===== src/rtl/mac_win_accum_pkg.sv =====
// Shared parameters and types for the windowed accumulator behind the multiply-add stage.
// Every other file in this block imports this package.
package mac_win_accum_pkg;

  localparam int unsigned P        = 8;
  localparam int unsigned DIN_W    = 2 * P;
  localparam int unsigned WIN_N    = 4;
  localparam int unsigned WIN_LOG2 = $clog2(WIN_N);
  localparam int unsigned ACC_W    = DIN_W + WIN_LOG2;

  typedef enum logic {S_IDLE, S_FILL} win_state_t;

  typedef struct packed {
    logic [ACC_W-1:0] sum;
    logic [DIN_W-1:0] peak;
  } win_res_t;

  function automatic logic [DIN_W-1:0] max_din(input logic [DIN_W-1:0] a,
                                               input logic [DIN_W-1:0] b);
    return (a > b) ? a : b;
  endfunction

endpackage


===== src/rtl/mac_win_accum_if.sv =====
// Sample input and result output bundle of mac_win_accum.
// The master drives samples and ready; the slave returns the window result.
interface mac_win_accum_if import mac_win_accum_pkg::*; ();

  logic [DIN_W-1:0]    din;
  logic                din_vld;
  logic                out_rdy;
  logic                out_vld;
  logic [ACC_W-1:0]    sum;
  logic [DIN_W-1:0]    avg;
  logic [DIN_W-1:0]    peak;
  logic [WIN_LOG2-1:0] fill;
  logic                ovr;

  modport master (
    output din, din_vld, out_rdy,
    input  out_vld, sum, avg, peak, fill, ovr
  );

  modport slave (
    input  din, din_vld, out_rdy,
    output out_vld, sum, avg, peak, fill, ovr
  );

endinterface


===== src/rtl/mac_win_hold.sv =====
// Output register for a completed window with valid/ready handshake.
// A result arriving while the previous one is still unconsumed is dropped and flagged in ovr.
module mac_win_hold import mac_win_accum_pkg::*; #(
  parameter type res_t = win_res_t
) (
  input  logic clk,
  input  logic rst_n,
  input  logic clr,
  input  logic load,
  input  res_t res_new,
  input  logic out_rdy,
  output logic out_vld,
  output res_t res,
  output logic ovr
);

  logic vld_q, vld_d;
  res_t res_q, res_d;
  logic ovr_q, ovr_d;

  always_comb begin
    vld_d = vld_q;
    res_d = res_q;
    ovr_d = ovr_q;
    if (clr) begin
      vld_d = 1'b0;
      res_d = '0;
      ovr_d = 1'b0;
    end else if (load) begin
      // A same-cycle handshake frees the register for the new result.
      if (!vld_q || out_rdy) begin
        res_d = res_new;
        vld_d = 1'b1;
      end else begin
        ovr_d = 1'b1;
      end
    end else if (vld_q && out_rdy) begin
      vld_d = 1'b0;
    end
  end

  always_ff @(posedge clk or negedge rst_n) begin
    if (!rst_n) begin
      vld_q <= 1'b0;
      res_q <= '0;
      ovr_q <= 1'b0;
    end else begin
      vld_q <= vld_d;
      res_q <= res_d;
      ovr_q <= ovr_d;
    end
  end

  assign out_vld = vld_q;
  assign res     = res_q;
  assign ovr     = ovr_q;

endmodule


===== src/rtl/mac_win_accum.sv =====
// Collects WIN_N valid samples into a window and reports sum, average and peak.
// Window FSM and accumulator live here; the result register is mac_win_hold.
module mac_win_accum import mac_win_accum_pkg::*; (
  input  logic            C,
  input  logic            nRST,
  input  logic            CLR,
  mac_win_accum_if.slave  bus
);

  localparam logic [WIN_LOG2-1:0] LastFill = WIN_LOG2'(WIN_N - 1);

  win_state_t          state_q, state_d;
  logic [ACC_W-1:0]    acc_q, acc_d;
  logic [DIN_W-1:0]    peak_q, peak_d;
  logic [WIN_LOG2-1:0] fill_q, fill_d;
  win_res_t            res_new;
  win_res_t            res_out;
  logic                complete;
  logic                out_vld;
  logic                ovr;

  always_comb begin
    res_new.sum  = acc_q + ACC_W'(bus.din);
    res_new.peak = max_din(peak_q, bus.din);
    complete     = bus.din_vld && (state_q == S_FILL) && (fill_q == LastFill) && !CLR;

    state_d = state_q;
    acc_d   = acc_q;
    peak_d  = peak_q;
    fill_d  = fill_q;
    if (CLR) begin
      state_d = S_IDLE;
      acc_d   = '0;
      peak_d  = '0;
      fill_d  = '0;
    end else if (bus.din_vld) begin
      unique case (state_q)
        S_IDLE: begin
          acc_d   = ACC_W'(bus.din);
          peak_d  = bus.din;
          fill_d  = WIN_LOG2'(1);
          state_d = S_FILL;
        end
        S_FILL: begin
          if (fill_q == LastFill) begin
            acc_d   = '0;
            peak_d  = '0;
            fill_d  = '0;
            state_d = S_IDLE;
          end else begin
            acc_d  = res_new.sum;
            peak_d = res_new.peak;
            fill_d = fill_q + 1'b1;
          end
        end
        default: state_d = S_IDLE;
      endcase
    end
  end

  always_ff @(posedge C or negedge nRST) begin
    if (!nRST) begin
      state_q <= S_IDLE;
      acc_q   <= '0;
      peak_q  <= '0;
      fill_q  <= '0;
    end else begin
      state_q <= state_d;
      acc_q   <= acc_d;
      peak_q  <= peak_d;
      fill_q  <= fill_d;
    end
  end

  mac_win_hold #(
    .res_t (win_res_t)
  ) u_hold (
    .clk     (C),
    .rst_n   (nRST),
    .clr     (CLR),
    .load    (complete),
    .res_new (res_new),
    .out_rdy (bus.out_rdy),
    .out_vld (out_vld),
    .res     (res_out),
    .ovr     (ovr)
  );

  assign bus.out_vld = out_vld;
  assign bus.sum     = res_out.sum;
  assign bus.avg     = res_out.sum[ACC_W-1 -: DIN_W];
  assign bus.peak    = res_out.peak;
  assign bus.fill    = fill_q;
  assign bus.ovr     = ovr;

endmodule


===== src/flat_wrapper.sv =====
// flat-port wrapper written by rule: the top's interface ports become plain ports
module mac_win_accum_flat import mac_win_accum_pkg::*;
  (C, nRST, CLR, bus_din, bus_din_vld, bus_out_rdy, bus_out_vld, bus_sum, bus_avg, bus_peak, bus_fill, bus_ovr);
  mac_win_accum_if bus_i ();
  input  logic C;
  input  logic nRST;
  input  logic CLR;
  input wire logic [$bits(bus_i.din)-1:0] bus_din;
  input wire logic [$bits(bus_i.din_vld)-1:0] bus_din_vld;
  input wire logic [$bits(bus_i.out_rdy)-1:0] bus_out_rdy;
  output wire logic [$bits(bus_i.out_vld)-1:0] bus_out_vld;
  output wire logic [$bits(bus_i.sum)-1:0] bus_sum;
  output wire logic [$bits(bus_i.avg)-1:0] bus_avg;
  output wire logic [$bits(bus_i.peak)-1:0] bus_peak;
  output wire logic [$bits(bus_i.fill)-1:0] bus_fill;
  output wire logic [$bits(bus_i.ovr)-1:0] bus_ovr;
  assign bus_i.din = bus_din;
  assign bus_i.din_vld = bus_din_vld;
  assign bus_i.out_rdy = bus_out_rdy;
  assign bus_out_vld = bus_i.out_vld;
  assign bus_sum = bus_i.sum;
  assign bus_avg = bus_i.avg;
  assign bus_peak = bus_i.peak;
  assign bus_fill = bus_i.fill;
  assign bus_ovr = bus_i.ovr;
  mac_win_accum u_core (.C(C), .nRST(nRST), .CLR(CLR), .bus(bus_i));
endmodule

===== config.mk =====
export PLATFORM = sky130hd
export DESIGN_NAME = mac_win_accum_flat
export DESIGN_NICKNAME = d
export VERILOG_FILES = /design/src/rtl/mac_win_accum_pkg.sv /design/src/rtl/mac_win_accum_if.sv /design/src/rtl/mac_win_hold.sv /design/src/rtl/mac_win_accum.sv /design/src/flat_wrapper.sv
export SDC_FILE = /design/constraint.sdc
export NUM_CORES = 1
export LEC_CHECK = 0
export ABC_AREA = 1
export BUFFER_PORTS_ARGS = -buffer_cell sky130_fd_sc_hd__buf_4
export CAP_MARGIN = 30
export CORE_MARGIN = 5
export CORE_UTILIZATION = 55
export DETAILED_ROUTE_END_ITERATION = 8
export MAX_ROUTING_LAYER = met4
export PLACE_DENSITY = 0.86
export SETUP_SLACK_MARGIN = 0.05
export SYNTH_ARGS = -nofsm -noshare
export SYNTH_HDL_FRONTEND = slang
export SYNTH_SLANG_ARGS = --single-unit
export TNS_END_PERCENT = 50

===== constraint.sdc =====
create_clock -name C -period 3.5 [get_ports C]
set_clock_uncertainty 0.05 [all_clocks]
set_input_delay 0.175 -clock C [delete_from_list [all_inputs] [get_ports C]]
set_output_delay 0.175 -clock C [all_outputs]
set_load 0.05 [all_outputs]

# --- Word level (Yosys, flattened, before mapping) ---
# Index checks and enable logic that the tools add are counted.
word_totals:
  regBits: 73
  latchBits: 0
  ram_bits: 0
  romBits: 0
  memories: 0
classes:
  n_addsub: 2
  multipliers: 0
  div_mod_pow: 0
  order_cmp: 1
  n_eq_ne: 3
  shift: 0
  muxes: 27
  bitwise_logic: 1
  reduce_logical: 14
ops:
  columns: ["cell", "n"]
  rows:
  - ["$mux 34", 3]
  - ["$mux 16", 4]
  - ["$mux 18", 3]
  - ["$pmux 18 s2", 1]
  - ["$pmux 16 s2", 1]
  - ["$add 18x16->18", 1]
  - ["$gt 16x16->1", 1]
  - ["$mux 1", 10]
  - ["$mux 2", 3]
  - ["$reduce_and 2->1", 3]
  - ["$reduce_bool 2->1", 3]
  - ["$logic_and 1x1->1", 4]
  - ["$pmux 2 s2", 1]
  - ["$ne 3x3->1 const B", 1]
  - ["$reduce_bool 3->1", 1]
  - ["$add 2x1->2 const B", 1]
  - ["$eq 2x2->1 const B", 1]
  - ["$logic_not 1->1", 2]
  - ["$ne 2x2->1 const B", 1]
  - ["$pmux 1 s2", 1]
  - ["$logic_or 1x1->1", 1]
  - ["$not 1->1", 1]

# --- Longest topological paths before layout ---
depth:
  depth_word: 6
  ltp_mapped: 17

# --- Hierarchy ---
# From an unflattened synthesis, not the netlist that was laid out.
unflattened:
  cells_unflattened: 673
  area_unflattened_um2: 5109.9
by_module_without_submodules:
  columns: ["mod", "instances", "cells_per_inst", "area_each_um2", "seq_area_each_um2"]
  rows:
  - ["mac_win_accum", 1, 510, 3452.1, 925.9]
  - ["mac_win_hold", 1, 163, 1657.8, 900.9]

# --- Worst setup path after synthesis ---
# OpenSTA, ideal clock, no wires.
synth_timing:
  path_type: "register to register"
  from: "register u_core.acc_q[0]"
  to: "register u_core.acc_q[12]"
  arrival_ps: 1704
  t_required_ps: 3333
  setup_slack_ps: 1629
  stages_incl_launch_ff: 15
  n_path_buf: 0
  path_cell_list: "dfrtp_1 ha_1 inv_1 fa_1 inv_1 nand3_1 nand2_1 nand2_1 nand2_1 nand2_1 nand3_1 and2_1 nand2_1 nand2_1 nand2_1"
synth_between:
  elab_chain_len: 5
synth_lines:
  columns: ["element", "line", "text"]
  rows:
  - ["from (decl)", "mac_win_accum.sv:13", "logic [ACC_W-1:0] acc_q, acc_d;"]
  - ["from (signal assigned)", "mac_win_accum.sv:64", "acc_q <= '0;"]
  - ["from (signal assigned)", "mac_win_accum.sv:69", "acc_q <= acc_d;"]
  - ["$add 18x16->18", "mac_win_accum.sv:23", "res_new.sum = acc_q + ACC_W'(bus.din);"]
  - ["$mux 18", "mac_win_accum.sv:45", "if (fill_q == LastFill) begin"]
  - ["$pmux 18 s2", "mac_win_accum.sv:37", "unique case (state_q)"]
  - ["$mux 18", "mac_win_accum.sv:36", "end else if (bus.din_vld) begin"]
  - ["$mux 18", "mac_win_accum.sv:31", "if (CLR) begin"]
# Every way passes these cells. The select of a mux whose other input is x is not followed.
# A chain may end at the register's enable or synchronous reset.

# --- Worst setup path in the final report ---
layout_timing:
  from: "register u_core.peak_q[7]"
  to: "register u_core.peak_q[1]"
layout_between:
  elab_chain_len: 6
layout_lines:
  columns: ["element", "line", "text"]
  rows:
  - ["from (decl)", "mac_win_accum.sv:14", "logic [DIN_W-1:0] peak_q, peak_d;"]
  - ["from (signal assigned)", "mac_win_accum.sv:70", "peak_q <= peak_d;"]
  - ["$gt 16x16->1", "mac_win_accum_pkg.sv:20", "return (a > b) ? a : b;"]
  - ["$mux 16", "mac_win_accum_pkg.sv:20", null]
  - ["$mux 16", "mac_win_accum.sv:45", null]
  - ["$pmux 16 s2", "mac_win_accum.sv:37", null]
  - ["$mux 16", "mac_win_accum.sv:36", null]
  - ["$mux 16", "mac_win_accum.sv:31", null]
# Every way passes these cells. The select of a mux whose other input is x is not followed.

==> flow_metrics.tcl <==
set metrics [dict create \
    grt_overflow 0 \
    avgSynthCellArea_um2 7.31 \
    via_per_inst 5.80 \
    drv_cap 0 \
    drc_errors 0 \
    synth_top_area_frac 0.379 \
    synth_fa_ha_area_frac 0.0898 \
    critPathKind "reg -> reg" \
    synth_edf_count 0 \
    syn-num-nets 714 \
    drv_slew 0 \
    syn2layout_area_growth_pct 16.3 \
    start_kind "register" \
    drive_gt1_frac 0.147 \
    dr_total_vias 4806 \
    cpPeakStageDelay_ns 0.42 \
    fmax_mhz 430 \
    routed_wl_um 14200 \
    cp_cell_sequence "ha_1, nand2_1, nor2_2, nand2_1, nand2_1, nand2_1, nand2_4, nand2_4, nand2_1, nand3_1, nand2_1, nand2_1" \
    cts_tree "done" \
    crit_slowest_cell "dfrtp_1" \
    cts-resized-gates 0 \
    num_rows 34 \
    synthesis.area_um2 4820 \
    synth.distinct_cells 33 \
    run_status "finished clean" \
    cp.arrival_ns 2.52 \
    insertedDiodeCount 0 \
    p_leak_uw 0.00324 \
    cts_made_buffers 9 \
    rsz0062_at_grt "false" \
    grt_pass1_wl_um 23400 \
    fp.dieW_um 104 \
    dieHeight_um 104 \
    wl_per_cell_um 17.1 \
    max-clock-path-buffers 2 \
    ys_top_cells_by_area "dfrtp_1 38%, nand2_1 21%, ha_1 8.6%" \
    dr.pass1.iters 6 \
    cts.sinks 73 \
    finalWorstSetupSlack_ns 1.17 \
    p_per_area_nw_per_um2 397 \
    hold_class "in -> reg" \
    antenna_found_initial 0 \
    die_area_um2 10700 \
    synthCells 659 \
    pre_cts_ws_ns 1.23 \
    path_clk_slew_ns 0.09 \
    cpMostUsedCell "nand2_1" \
    gp_congestion 0.956 \
    synth-simple-area-share 0.325 \
    synth-compound-area-share 0.103 \
    min_period_over_period 0.665 \
    clock-root-buffer "clkbuf_8" \
    insertion_delay_ns 0.36 \
    post_cts_buffers 0 \
    synth_ff_type "dfrtp_1" \
    fillers 729 \
    ios 75 \
    maxSlewHeadroom 0.388 \
    tightest_slew_ns 0.915 \
    synth_mux_area_frac 0 \
    fin_crit_ns 2.33 \
    htreeDepth 3 \
    track_usage 0.272 \
    cp.required_ns 3.69 \
    yosysWarningCount 0 \
    vdd_drop_max_mv 0.207 \
    ys_ff_latch 73 \
    async_flop_share 1.00 \
    critical_path.max_fanout 17 \
    tns_ns 0 \
    coreArea_um2 8640 \
    multi_input_area_um2 2550 \
    dp_hpwl_um 9990 \
    nNetsFinal 771 \
    synth_top_family_by_area "simple AND/OR/NAND/NOR gates" \
    synth-xor-area-share 0.0109 \
    register_area_um2 1830 \
    ys_seq_area_frac 0.379 \
    cp-end-kind "register" \
    grt_pass1_vias 4803 \
    port_buffers 74 \
    grt_max_degree 74 \
    initial_core_util 0.558 \
    drtAntennaViolNets 0 \
    hold_viol 0 \
    yosysTopAreaCell "dfrtp_1" \
    dr.first_iter.drc_count 363 \
    setup_violations 0 \
]
==> cell families after synthesis <==
group / Yosys count
adder cells (fa/ha/maj): 34
AND/OR/NAND/NOR: 372
buffers and inverters: 94
AO/OA/AOI/OAI: 80
flip-flops: 73
XOR/XNOR: 6
==> Yosys cell counts, types with 4 or more instances <==
| library cell | count |
|---|---|
| inv_1 | 58 |
| nand2_1 | 269 |
| nand3_1 | 58 |
| nand4_1 | 5 |
| clkbuf_1 | 10 |
| a21o_1 | 4 |
| o21ai_0 | 23 |
| ha_1 | 33 |
| a21oi_1 | 23 |
| nor2_1 | 26 |
| a22o_1 | 9 |
| dfrtp_1 | 73 |
| buf_4 | 19 |
| a211oi_1 | 15 |
==> layout by cell type (no fill, tap or decap), drive strengths merged <==
cell type / Yosys / routed
o21ai: 23 / 23
a211oi: 15 / 15
clkbuf: 10 / 10
and2: 1 / 1
xnor2: 3 / 3
nor2: 27 / 27
dlygate4sd3: 0 / 1
nor3: 4 / 4
nand3: 59 / 59
a21o: 4 / 4
bufinv: 0 / 3
clkinv: 0 / 2
a22o: 9 / 9
inv: 60 / 60
nand4: 6 / 6
buf: 24 / 79
ha: 33 / 33
a32o: 1 / 1
a21oi: 23 / 23
o21bai: 3 / 3
xor2: 3 / 3
nand2: 273 / 273
nand3b: 2 / 2
o22ai: 1 / 1
fa: 1 / 1
o31ai: 1 / 1
dfrtp: 73 / 73
==> state kept, by name, indices dropped and copies added (netlist names) <==
register               count
u_core.u_hold.res         34
u_core.acc_q              18
u_core.u_hold.out_vld      1
u_core.state_q             1
u_core.bus.fill            2
u_core.u_hold.ovr          1
u_core.peak_q             16
==> where the power goes <==
group	switching [uW]	internal [uW]
Combinational	334	159
Clock	338	490
Sequential	27.1	876
Total	700	1530
==> timing repair <==
item,4_1_cts,5_1_grt
hold buffers,1,0
setup endpoints to repair,0,0
hold endpoints to repair,73,0
==> per-stage QoR <==
stage / util / cells / cell area [um2] / hold slack, ns / total power (uW)
floorplan: - / 659 / 4820 / -0.171 / 1250
global placement: 0.616 / 811 / 5320 / 0.319 / 1380
detailed placement: 0.616 / 811 / 5320 / 0.342 / 1390
CTS: 0.646 / 827 / 5580 / 0.0637 / 2210
global route: 0.649 / 828 / 5600 / 0.0914 / 2340
finish: 0.649 / 828 / 5600 / 0.0754 / 2220
==> final cells by class <==
type                       instances  share of cell area
clock buffer                      10              0.0246
inverter                          60              0.0402
sequential                        73               0.326
tap                              108              0.0241
multi-input combinational        492               0.455
timing repair buffer              80               0.111
clock inverter                     5              0.0185
==> layer usage <==
metal | wire length (um) | up-vias | global-route usage
li1 | - | 2239 | -
met5 | 0 | - | -
met2 | 6680 | 286 | 0.427
met1 | 5630 | 2215 | 0.340
met4 | 554 | 0 | 0.100
met3 | 1300 | 66 | 0.0690
==> critical path: cells and delay by family (launching register included) <==
family,cells,cell delay [ns]
simple gates,11,1.42
flops,1,0.42
fa+ha+maj,1,0.32
==> path summary, 6_finish.rpt <==
check | depth (start not counted) | startpoint | slack, ns | to
max | 12 | u_core.peak_q[7] | 1.17 | u_core.peak_q[1]
min | 4 | bus_out_rdy | 0.08 | u_core.u_hold.out_vld
max reg2reg | 12 | u_core.peak_q[7] | 1.17 | u_core.peak_q[1]
min reg2reg | 2 | u_core.acc_q[10] | 0.44 | u_core.acc_q[10]
max in group asynchronous | 3 | nRST | 2.74 | u_core.u_hold.res[21]
min in group asynchronous | 2 | nRST | 0.10 | u_core.acc_q[0]
Note: power is estimated with default switching activity, not from simulation.
